$ cat src/rtl/router_pkg.sv
// Shared definitions for the 1x3 router: header field positions, address
// width, destination count and the ingress FSM state encoding.
package router_pkg;

    localparam int HDR_LEN_MSB = 7;
    localparam int HDR_LEN_LSB = 2;
    localparam int ADDR_W      = 2;
    localparam int N_DEST      = 3;

    typedef enum logic [2:0] {
        IDLE,
        WAIT_EMPTY,
        LFD,
        HDR_WR,
        LOAD_DATA,
        CHECK,
        DROP
    } state_t;

endpackage

$ cat src/rtl/pkt_ingress.sv
// Write-side front end of the router. Decodes the destination from the packet
// header, steers the header, payload and parity bytes into one packet FIFO,
// back-pressures the source with busy and flags parity/length errors.
module pkt_ingress #(
    parameter int N_DEST = router_pkg::N_DEST,
    parameter int DW     = 8
) (
    input  logic              clk,
    input  logic              rst,
    input  logic              i_pkt_valid,
    input  logic [DW-1:0]     i_data_in,
    input  logic [N_DEST-1:0] i_fifo_full,
    input  logic [N_DEST-1:0] i_fifo_empty,
    input  logic [N_DEST-1:0] i_sft_rst,
    output logic              o_busy,
    output logic [N_DEST-1:0] o_wr_en,
    output logic              o_lfd_state,
    output logic [DW-1:0]     o_fifo_din,
    output logic              o_err,
    output logic              o_drop
);

    import router_pkg::*;

    localparam int CNT_W = HDR_LEN_MSB - HDR_LEN_LSB + 1;

    state_t              r_state;
    logic [DW-1:0]       r_hdr;
    logic [ADDR_W-1:0]   r_addr;
    logic [DW-1:0]       r_par;
    logic [DW-1:0]       r_rx_par;
    logic [CNT_W-1:0]    r_cnt;
    logic                r_lfd;
    logic                r_err;
    logic                r_drop;

    logic [N_DEST-1:0]   w_sel;
    logic [N_DEST-1:0]   w_hdr_sel;
    logic                w_hdr_ok;
    logic                w_hdr_empty;
    logic                w_full;
    logic                w_empty;
    logic                w_abort;

    // One-hot decode of the latched address and of the address in the byte on the bus
    always_comb begin
        w_sel     = '0;
        w_hdr_sel = '0;
        for (int i = 0; i < N_DEST; i++) begin
            if (r_addr == ADDR_W'(i)) begin
                w_sel[i] = 1'b1;
            end
            if (i_data_in[ADDR_W-1:0] == ADDR_W'(i)) begin
                w_hdr_sel[i] = 1'b1;
            end
        end
    end

    assign w_hdr_ok    = |w_hdr_sel;
    assign w_hdr_empty = |(i_fifo_empty & w_hdr_sel);
    assign w_full      = |(i_fifo_full & w_sel);
    assign w_empty     = |(i_fifo_empty & w_sel);
    assign w_abort     = (|(i_sft_rst & w_sel)) && (r_state != IDLE) && (r_state != DROP);

    // FIFO-side strobes and source back-pressure decoded from the current state
    always_comb begin
        o_busy     = 1'b0;
        o_wr_en    = '0;
        o_fifo_din = '0;
        case (r_state)
            WAIT_EMPTY, LFD, CHECK: begin
                o_busy = 1'b1;
            end
            HDR_WR: begin
                o_busy     = 1'b1;
                o_fifo_din = r_hdr;
                if (!w_abort) begin
                    o_wr_en = w_sel;
                end
            end
            LOAD_DATA: begin
                o_busy     = w_full;
                o_fifo_din = i_data_in;
                if (!w_full && !w_abort) begin
                    o_wr_en = w_sel;
                end
            end
            default: begin
            end
        endcase
    end

    // Packet FSM with header capture, running parity/length check and registered flags
    always_ff @(posedge clk) begin
        if (!rst) begin
            r_state  <= IDLE;
            r_hdr    <= '0;
            r_addr   <= '0;
            r_par    <= '0;
            r_rx_par <= '0;
            r_cnt    <= '0;
            r_lfd    <= 1'b0;
            r_err    <= 1'b0;
            r_drop   <= 1'b0;
        end else begin
            r_lfd  <= 1'b0;
            r_drop <= 1'b0;
            if (w_abort) begin
                r_state <= IDLE;
            end else begin
                case (r_state)
                    IDLE: begin
                        if (i_pkt_valid) begin
                            r_hdr  <= i_data_in;
                            r_addr <= i_data_in[ADDR_W-1:0];
                            r_par  <= i_data_in;
                            r_cnt  <= '0;
                            r_err  <= 1'b0;
                            if (!w_hdr_ok) begin
                                r_state <= DROP;
                            end else if (w_hdr_empty) begin
                                r_state <= LFD;
                                r_lfd   <= 1'b1;
                            end else begin
                                r_state <= WAIT_EMPTY;
                            end
                        end
                    end
                    WAIT_EMPTY: begin
                        if (w_empty) begin
                            r_state <= LFD;
                            r_lfd   <= 1'b1;
                        end
                    end
                    LFD: begin
                        r_state <= HDR_WR;
                    end
                    HDR_WR: begin
                        r_state <= LOAD_DATA;
                    end
                    LOAD_DATA: begin
                        if (!w_full) begin
                            if (i_pkt_valid) begin
                                r_par <= r_par ^ i_data_in;
                                if (r_cnt != '1) begin
                                    r_cnt <= r_cnt + CNT_W'(1);
                                end
                            end else begin
                                r_rx_par <= i_data_in;
                                r_state  <= CHECK;
                            end
                        end
                    end
                    CHECK: begin
                        r_err   <= (r_rx_par != r_par) || (r_cnt != r_hdr[HDR_LEN_MSB:HDR_LEN_LSB]);
                        r_state <= IDLE;
                    end
                    DROP: begin
                        if (!i_pkt_valid) begin
                            r_drop  <= 1'b1;
                            r_state <= IDLE;
                        end
                    end
                    default: begin
                        r_state <= IDLE;
                    end
                endcase
            end
        end
    end

    assign o_lfd_state = r_lfd;
    assign o_err       = r_err;
    assign o_drop      = r_drop;

endmodule

$ cat config.mk
export PLATFORM = sky130hd
export DESIGN_NAME = pkt_ingress
export DESIGN_NICKNAME = d
export VERILOG_FILES = /design/src/rtl/router_pkg.sv /design/src/rtl/pkt_ingress.sv
export SDC_FILE = /design/constraint.sdc
export NUM_CORES = 1
export LEC_CHECK = 0
export ABC_AREA = 1
export CAP_MARGIN = 5
export CORE_UTILIZATION = 30
export DETAILED_ROUTE_END_ITERATION = 10
export SKIP_LAST_GASP = 1
export SLEW_MARGIN = 15
export SYNTH_ARGS = -nofsm -noshare
export SYNTH_HDL_FRONTEND = slang
export SYNTH_SLANG_ARGS = --single-unit
$ cat constraint.sdc
create_clock -name clk -period 2.9 [get_ports clk]
set_input_delay 0.725 -clock clk [delete_from_list [all_inputs] [get_ports clk]]
set_output_delay 0.725 -clock clk [all_outputs]
set_load 0.02 [all_outputs]
After elaboration in Yosys (flattened, before gate mapping):

Cells that the tools add are included.

* logic and storage cells: 103
* input port bits: 20
* register bits: 38
* output and inout port bits: 15

* multiplexer cells: 36
* bitwise operators: 10
* $add $sub $neg: 1
* reductions and logical operators: 26
* eq/ne operators: 21

Operator list (count)
* one-hot mux 8 bit (2 select lines): 2
* two-way mux 3 bit: 8
* two-way mux 6 bit: 4
* two-way mux 8 bit: 3
* one-hot mux 3 bit (6 select lines): 1
* OR reduction 3 bit: 6
* inequality test 2 bit (second input constant): 7
* bitwise AND 3 bit: 4
* two-way mux 1 bit: 12
* one-hot mux 6 bit (2 select lines): 1
* AND reduction 5 bit: 2
* equality test 3 bit (second input constant): 3
* inequality test 8 bit: 1
* XOR 8 bit: 1
* adder 6 x 1 -> 6 bit (second input constant): 1
* equality test 3 x 2 -> 1 bit (second input constant): 2
* inequality test 6 bit: 1
* inequality test 6 bit (second input constant): 1
* one-hot mux 1 bit (2 select lines): 3
* one-hot mux 3 bit (2 select lines): 1
* AND reduction 3 bit: 2
* AND reduction 6 bit: 1
* NOT 1 bit: 5
* equality test 2 x 1 -> 1 bit (second input constant): 2
* other kinds (14): 20

Logic depth before layout (Yosys ltp):

* word-level depth: 10
* depth in mapped cells: 12
* depth with buffers taken out: 10

Least setup slack after synthesis:

No wires, ideal clock.

* path type: in2out
* from: input port i_sft_rst[2]
* to: output port o_wr_en[0]
* arrival: 1.779 ns
* path slack: 0.396 ns
* required time: 2.175 ns
* buffers on the path: 0
* stages: 6
* path through: nand3_1 -> nand3_1 -> nand2_4 -> nand2_2 -> o21a_1 -> nor3_1

* cells in the longest elaborated chain, start to end: 8
* elaborated cells on any way between the ends: 9
* those cells by class: mux: 3; bitwise: 1; reduce/logical: 5

RTL lines
* start, declared: line pkt_ingress.sv:14 `input logic [N_DEST-1:0] i_sft_rst,`
* bitwise AND 3 bit *: line pkt_ingress.sv:63 `assign w_abort = (|(i_sft_rst & w_sel)) && (r_state != IDLE) && (r_state != DROP);`
* OR reduction 3 bit *: line pkt_ingress.sv:63
* logical AND 1 bit * (2 in a row): line pkt_ingress.sv:63
* logical NOT 1 bit: line pkt_ingress.sv:84 `if (!w_full && !w_abort) begin`
* logical AND 1 bit: line pkt_ingress.sv:84
* two-way mux 3 bit: line pkt_ingress.sv:84
* one-hot mux 3 bit (2 select lines) *: line pkt_ingress.sv:70 `case (r_state)`
* end, declared: line pkt_ingress.sv:16 `output logic [N_DEST-1:0] o_wr_en,`

Every way passes the cells marked *; elsewhere a longest branch is shown, timed or not.

Worst setup path after layout:

* from: input port i_data_in[5]
* to: output port o_fifo_din[5]

* cells in the longest elaborated chain, start to end: 1

RTL lines
* start, declared: line pkt_ingress.sv:11 `input logic [DW-1:0] i_data_in,`
* one-hot mux 8 bit (2 select lines): line pkt_ingress.sv:70
* end, declared: line pkt_ingress.sv:18 `output logic [DW-1:0] o_fifo_din,`

Every way passes these cells.

==> out/results.env <==
GRT_PASS1_WL_MM=9.77
PLACE.GP.CONGESTION=0.829
SYNTH.FF_LATCH_COUNT=36
TIMING.CRITICAL_PATH.SLOWEST_STAGE_CELL='clkdlybuf4s50_1'
ANTENNA_FIX_CELLS=0
GR-USAGE-ALL-LAYERS=0.159
YS_WARN_COUNT=0
SYNTH_EDF_COUNT=0
NUMNETS_FINAL=414
WHS_NS=0.474
CRIT_REQUIRED_NS=2.17
CTS_SINKS=36
CORE_REGION_AREA_SQ_UM=7250
POWER_DENSITY_nW_PER_UM2=966
FIN_WORST_SKEW_NS=0.00850
POST-ROUTE-WORST-SETUP-SLACK_NS=0.0552
OUTCOME='completed'
STARTPOINT_TO_ENDPOINT_CLASS_OF_THE_CRITICAL_PATH='primary input to primary output'
TOTALPOWERFINAL_uW=2810
CRIT_START='i_data_in[5]'
WORST_EP_ARRIVAL_TIME_NS=2.12
PORTBUFFERS=34
DIE_H_UM=88.8
WORST_SETUP_HOLD_PATH_CLK_SLEW_NS=0.08
VIAS=2289
DIE_AREA_SQ_UM=7890
DRT_PRE_ANTENNA_ITERS=4
SEQUENTIAL_CELL_AREA_SQ_UM=721
INITIALDRTVIOLATIONCOUNT=110
WORSTMARGINPINSLEW_NS=0.371
FINAL_HOLD_VIOL_COUNT=0
SYNTH_COMMONEST_CELLS='nand2_1, nor2_1, dfxtp_1'
CTS_TREE='built'
POST_DRT_VIA_CELL_RATIO=4.64
SYNTHDISTINCTLIBCELLS=30
DP_HPWL_MM=4.32
ROOT_BUFFER_CELL='clkbuf_8'
FINAL_MAX_SLEW_VIOL_COUNT=0
KIND_OF_CELL_WITH_THE_HIGHEST_COMBINED_DELAY_ON_THE_CRITICAL_PATH='buffers and inverters'
PLACEMENT.SETUP.WORST_SLACK_NS=-0.251
SUM_OF_OVERFLOW_ACROSS_ALL_LAYERS_AFTER_GLOBAL_ROUTING=0
GRT_START_MAX_NET_PINS=30
POSTSYNTHCELLCOUNT=341
NUMBER_OF_ANTENNA_VIOLATIONS_AT_THE_FIRST_CHECK_IN_GLOBAL_ROUTING=0
YS_SEQ_AREA_FRAC=0.319
VDD_IR_DROP_MAX_mV=0.297
NUMCTSBUFFERS=5
MAX_SLEW_HEADROOM_AT_THE_WORST_PIN=0.752
TOTALWIRELENGTH_MM=5.78
YOSYSMOSTFREQUENTCELL='nand2_1'
DRIVE_ABOVE_1_SHARE=0.178
FINAL_PERIOD_DEMAND_OF_THE_WORST_PATH_NS=2.84
HOLD_PATH_CLASS='register to register'
NETLIST.TOP_CELL.BY_AREA='dfxtp_1'
MAXIMUM_BUFFER_DEPTH_OF_THE_CLOCK_TREE=2
FINAL.FILL_COUNT=759
LEAKAGE_uW=0.00134
DIE_X_UM=88.8
DOMINANT_CELLS_BY_AREA_AFTER_SYNTHESIS='dfxtp_1, nand2_1, xor2_1'
CRITICAL_PATH.REG2REG.STARTPOINT='r_hdr[0]'
IO-PIN-COUNT=35
SYNTHESIS.AREA_PER_INSTANCE_SQ_UM=6.63
TIMING.MAX_CAP.VIOLATIONS=0
RSZ0062_AT_GRT='yes'
PLACEMENTROWS=31
CP_SLOWEST_STAGE_DELAY_NS=0.65
MAX_FREQ_MHz=352
SHARE_OF_THE_SYNTHESIZED_AREA_IN_THE_TOP_CELL_TYPE=0.319
TIMING.CRITICAL_PATH.FROM_TYPE='primary input'
CTS_MAX_LEVEL=2
POSTSYNTH.ASYNCRESETSHARE=0
REPORT.FINAL.SETUP_VIOL=0
DRT-WIRELENGTH-PER-CELL_UM=11.7
WORSTPATHMAXFANOUT=4
CP_CELL_SEQUENCE='clkdlybuf4s50_1 -> nand2_1 -> o21ai_0 -> clkdlybuf4s50_1'
FIRST_GLOBAL_VIAS=2134
TIMING.FINAL.CRIT_SHARE=0.981
CLOCK_LATENCY_AT_THE_LATER_PIN_OF_THE_WORST_SKEW_PAIR_NS=0.29
ROUTE.DETAILED.DRC=0
DETAIL-ROUTE-ANTENNA-NETS=0
TIMING.CRITICAL_PATH.TO_TYPE='primary output'
POST_SYNTH_NET_TOTAL=362
WORST_PATH_BUFFER_PLUS_INVERTER_COUNT=2
SYN2LAYOUT_AREA_GROWTH_PCT=28.7
STARTING_DENSITY_OF_THE_CORE=0.312
MULTI_INPUT_COMBINATIONAL_CELL_AREA_SQ_UM=1350
WORST_PATH_MOST_REPEATED_CELL='clkdlybuf4s50_1'
HOLD_START='o_err'
SYNTHESIZED_CELL_AREA_SQ_UM=2260
MAIN_SYNTH_FF_TYPE='dfxtp_1'
==> repair_timing <==
| item | CTS | global route |
|---|---|---|
| gates cloned | 0 | 0 |
| pin swaps | 0 | 0 |
| endpoints found under the hold margin | 0 | 0 |
| buffers inserted | 0 | 0 |
| resized for setup | 5 | 14 |
| hold buffers | 0 | 0 |
| endpoints found under the setup margin | 8 | 8 |
==> logic make-up after synthesis <==
| kind of cell | share of synthesized area |
|---|---|
| simple gates | 0.407 |
| fa+ha+maj | 0.00553 |
| buf+inv | 0.0830 |
| xor+xnor | 0.0697 |
| flops | 0.319 |
| compound gates | 0.116 |
==> worst register-to-register path: cells and delay by family (launching register included) <==
kind / cells / cell delay, ns
compound gates: 1 / 0.14
buf+inv: 3 / 0.41
flops: 1 / 0.47
simple gates: 7 / 0.75
==> sequential cells by signal (all words and copies together) (netlist names) <==
signal       flops
o_err            1
r_cnt            6
r_hdr            8
r_par            8
r_state          3
o_drop           1
r_rx_par         8
o_lfd_state      1
==> per-layer routing <==
metal  track usage  wire [um]  vias up
met5             0          0        -
met4        0.0484         73        0
met3        0.0354        228       10
met2         0.263       2710       47
met1         0.207       2770     1035
li1              -          -     1197
==> final cells by class <==
| type | instances | area share |
|---|---|---|
| tap | 99 | 0.0426 |
| sequential | 36 | 0.248 |
| inverter | 34 | 0.0451 |
| clock buffer | 7 | 0.0297 |
| multi-input combinational | 262 | 0.465 |
| clock inverter | 1 | 0.00258 |
| timing repair buffer | 54 | 0.167 |
==> through the flow <==
step	util	instances	TNS [ns]	instance area (sq um)
floorplan	-	341	0	2260
global placement	0.389	485	-0.680	2820
detailed placement	0.389	485	-0.772	2820
CTS	0.401	493	0	2910
global route	0.401	493	-0.00790	2910
finish	0.401	493	0	2910
==> final timing paths <==
kind | slack, ns | cells past startpoint | end
worst max-delay path | 0.06 | 4 | o_fifo_din[5]
worst min-delay path | 0.47 | 2 | o_err
worst max register to register | 1.02 | 11 | r_cnt[5]
worst min register to register | 0.47 | 2 | o_err
==> layout by cell type, fill, tap and decap left out, types with 2 or more instances in the layout <==
master	Yosys	layout
nand2_1	75	75
nor2_1	41	41
dfxtp_1	36	36
o21ai_0	28	28
inv_1	26	26
nand3_1	25	25
clkdlybuf4s50_1	0	25
buf_4	1	20
xor2_1	18	18
nor2_2	18	18
a21oi_1	15	15
nor3_1	13	13
clkbuf_8	0	6
inv_2	5	5
nand2_2	5	5
nand4_1	5	5
dlymetal6s2s_1	0	5
nor2_4	4	4
o22ai_1	4	4
clkbuf_2	0	3
nand2_4	2	2
o211ai_1	2	2
==> where the power goes <==
| part | switching (uW) | internal, uW |
|---|---|---|
| clock | 191 | 193 |
| sequential | 144 | 633 |
| combinational | 1020 | 626 |
Power figures use the tool's default switching activity.
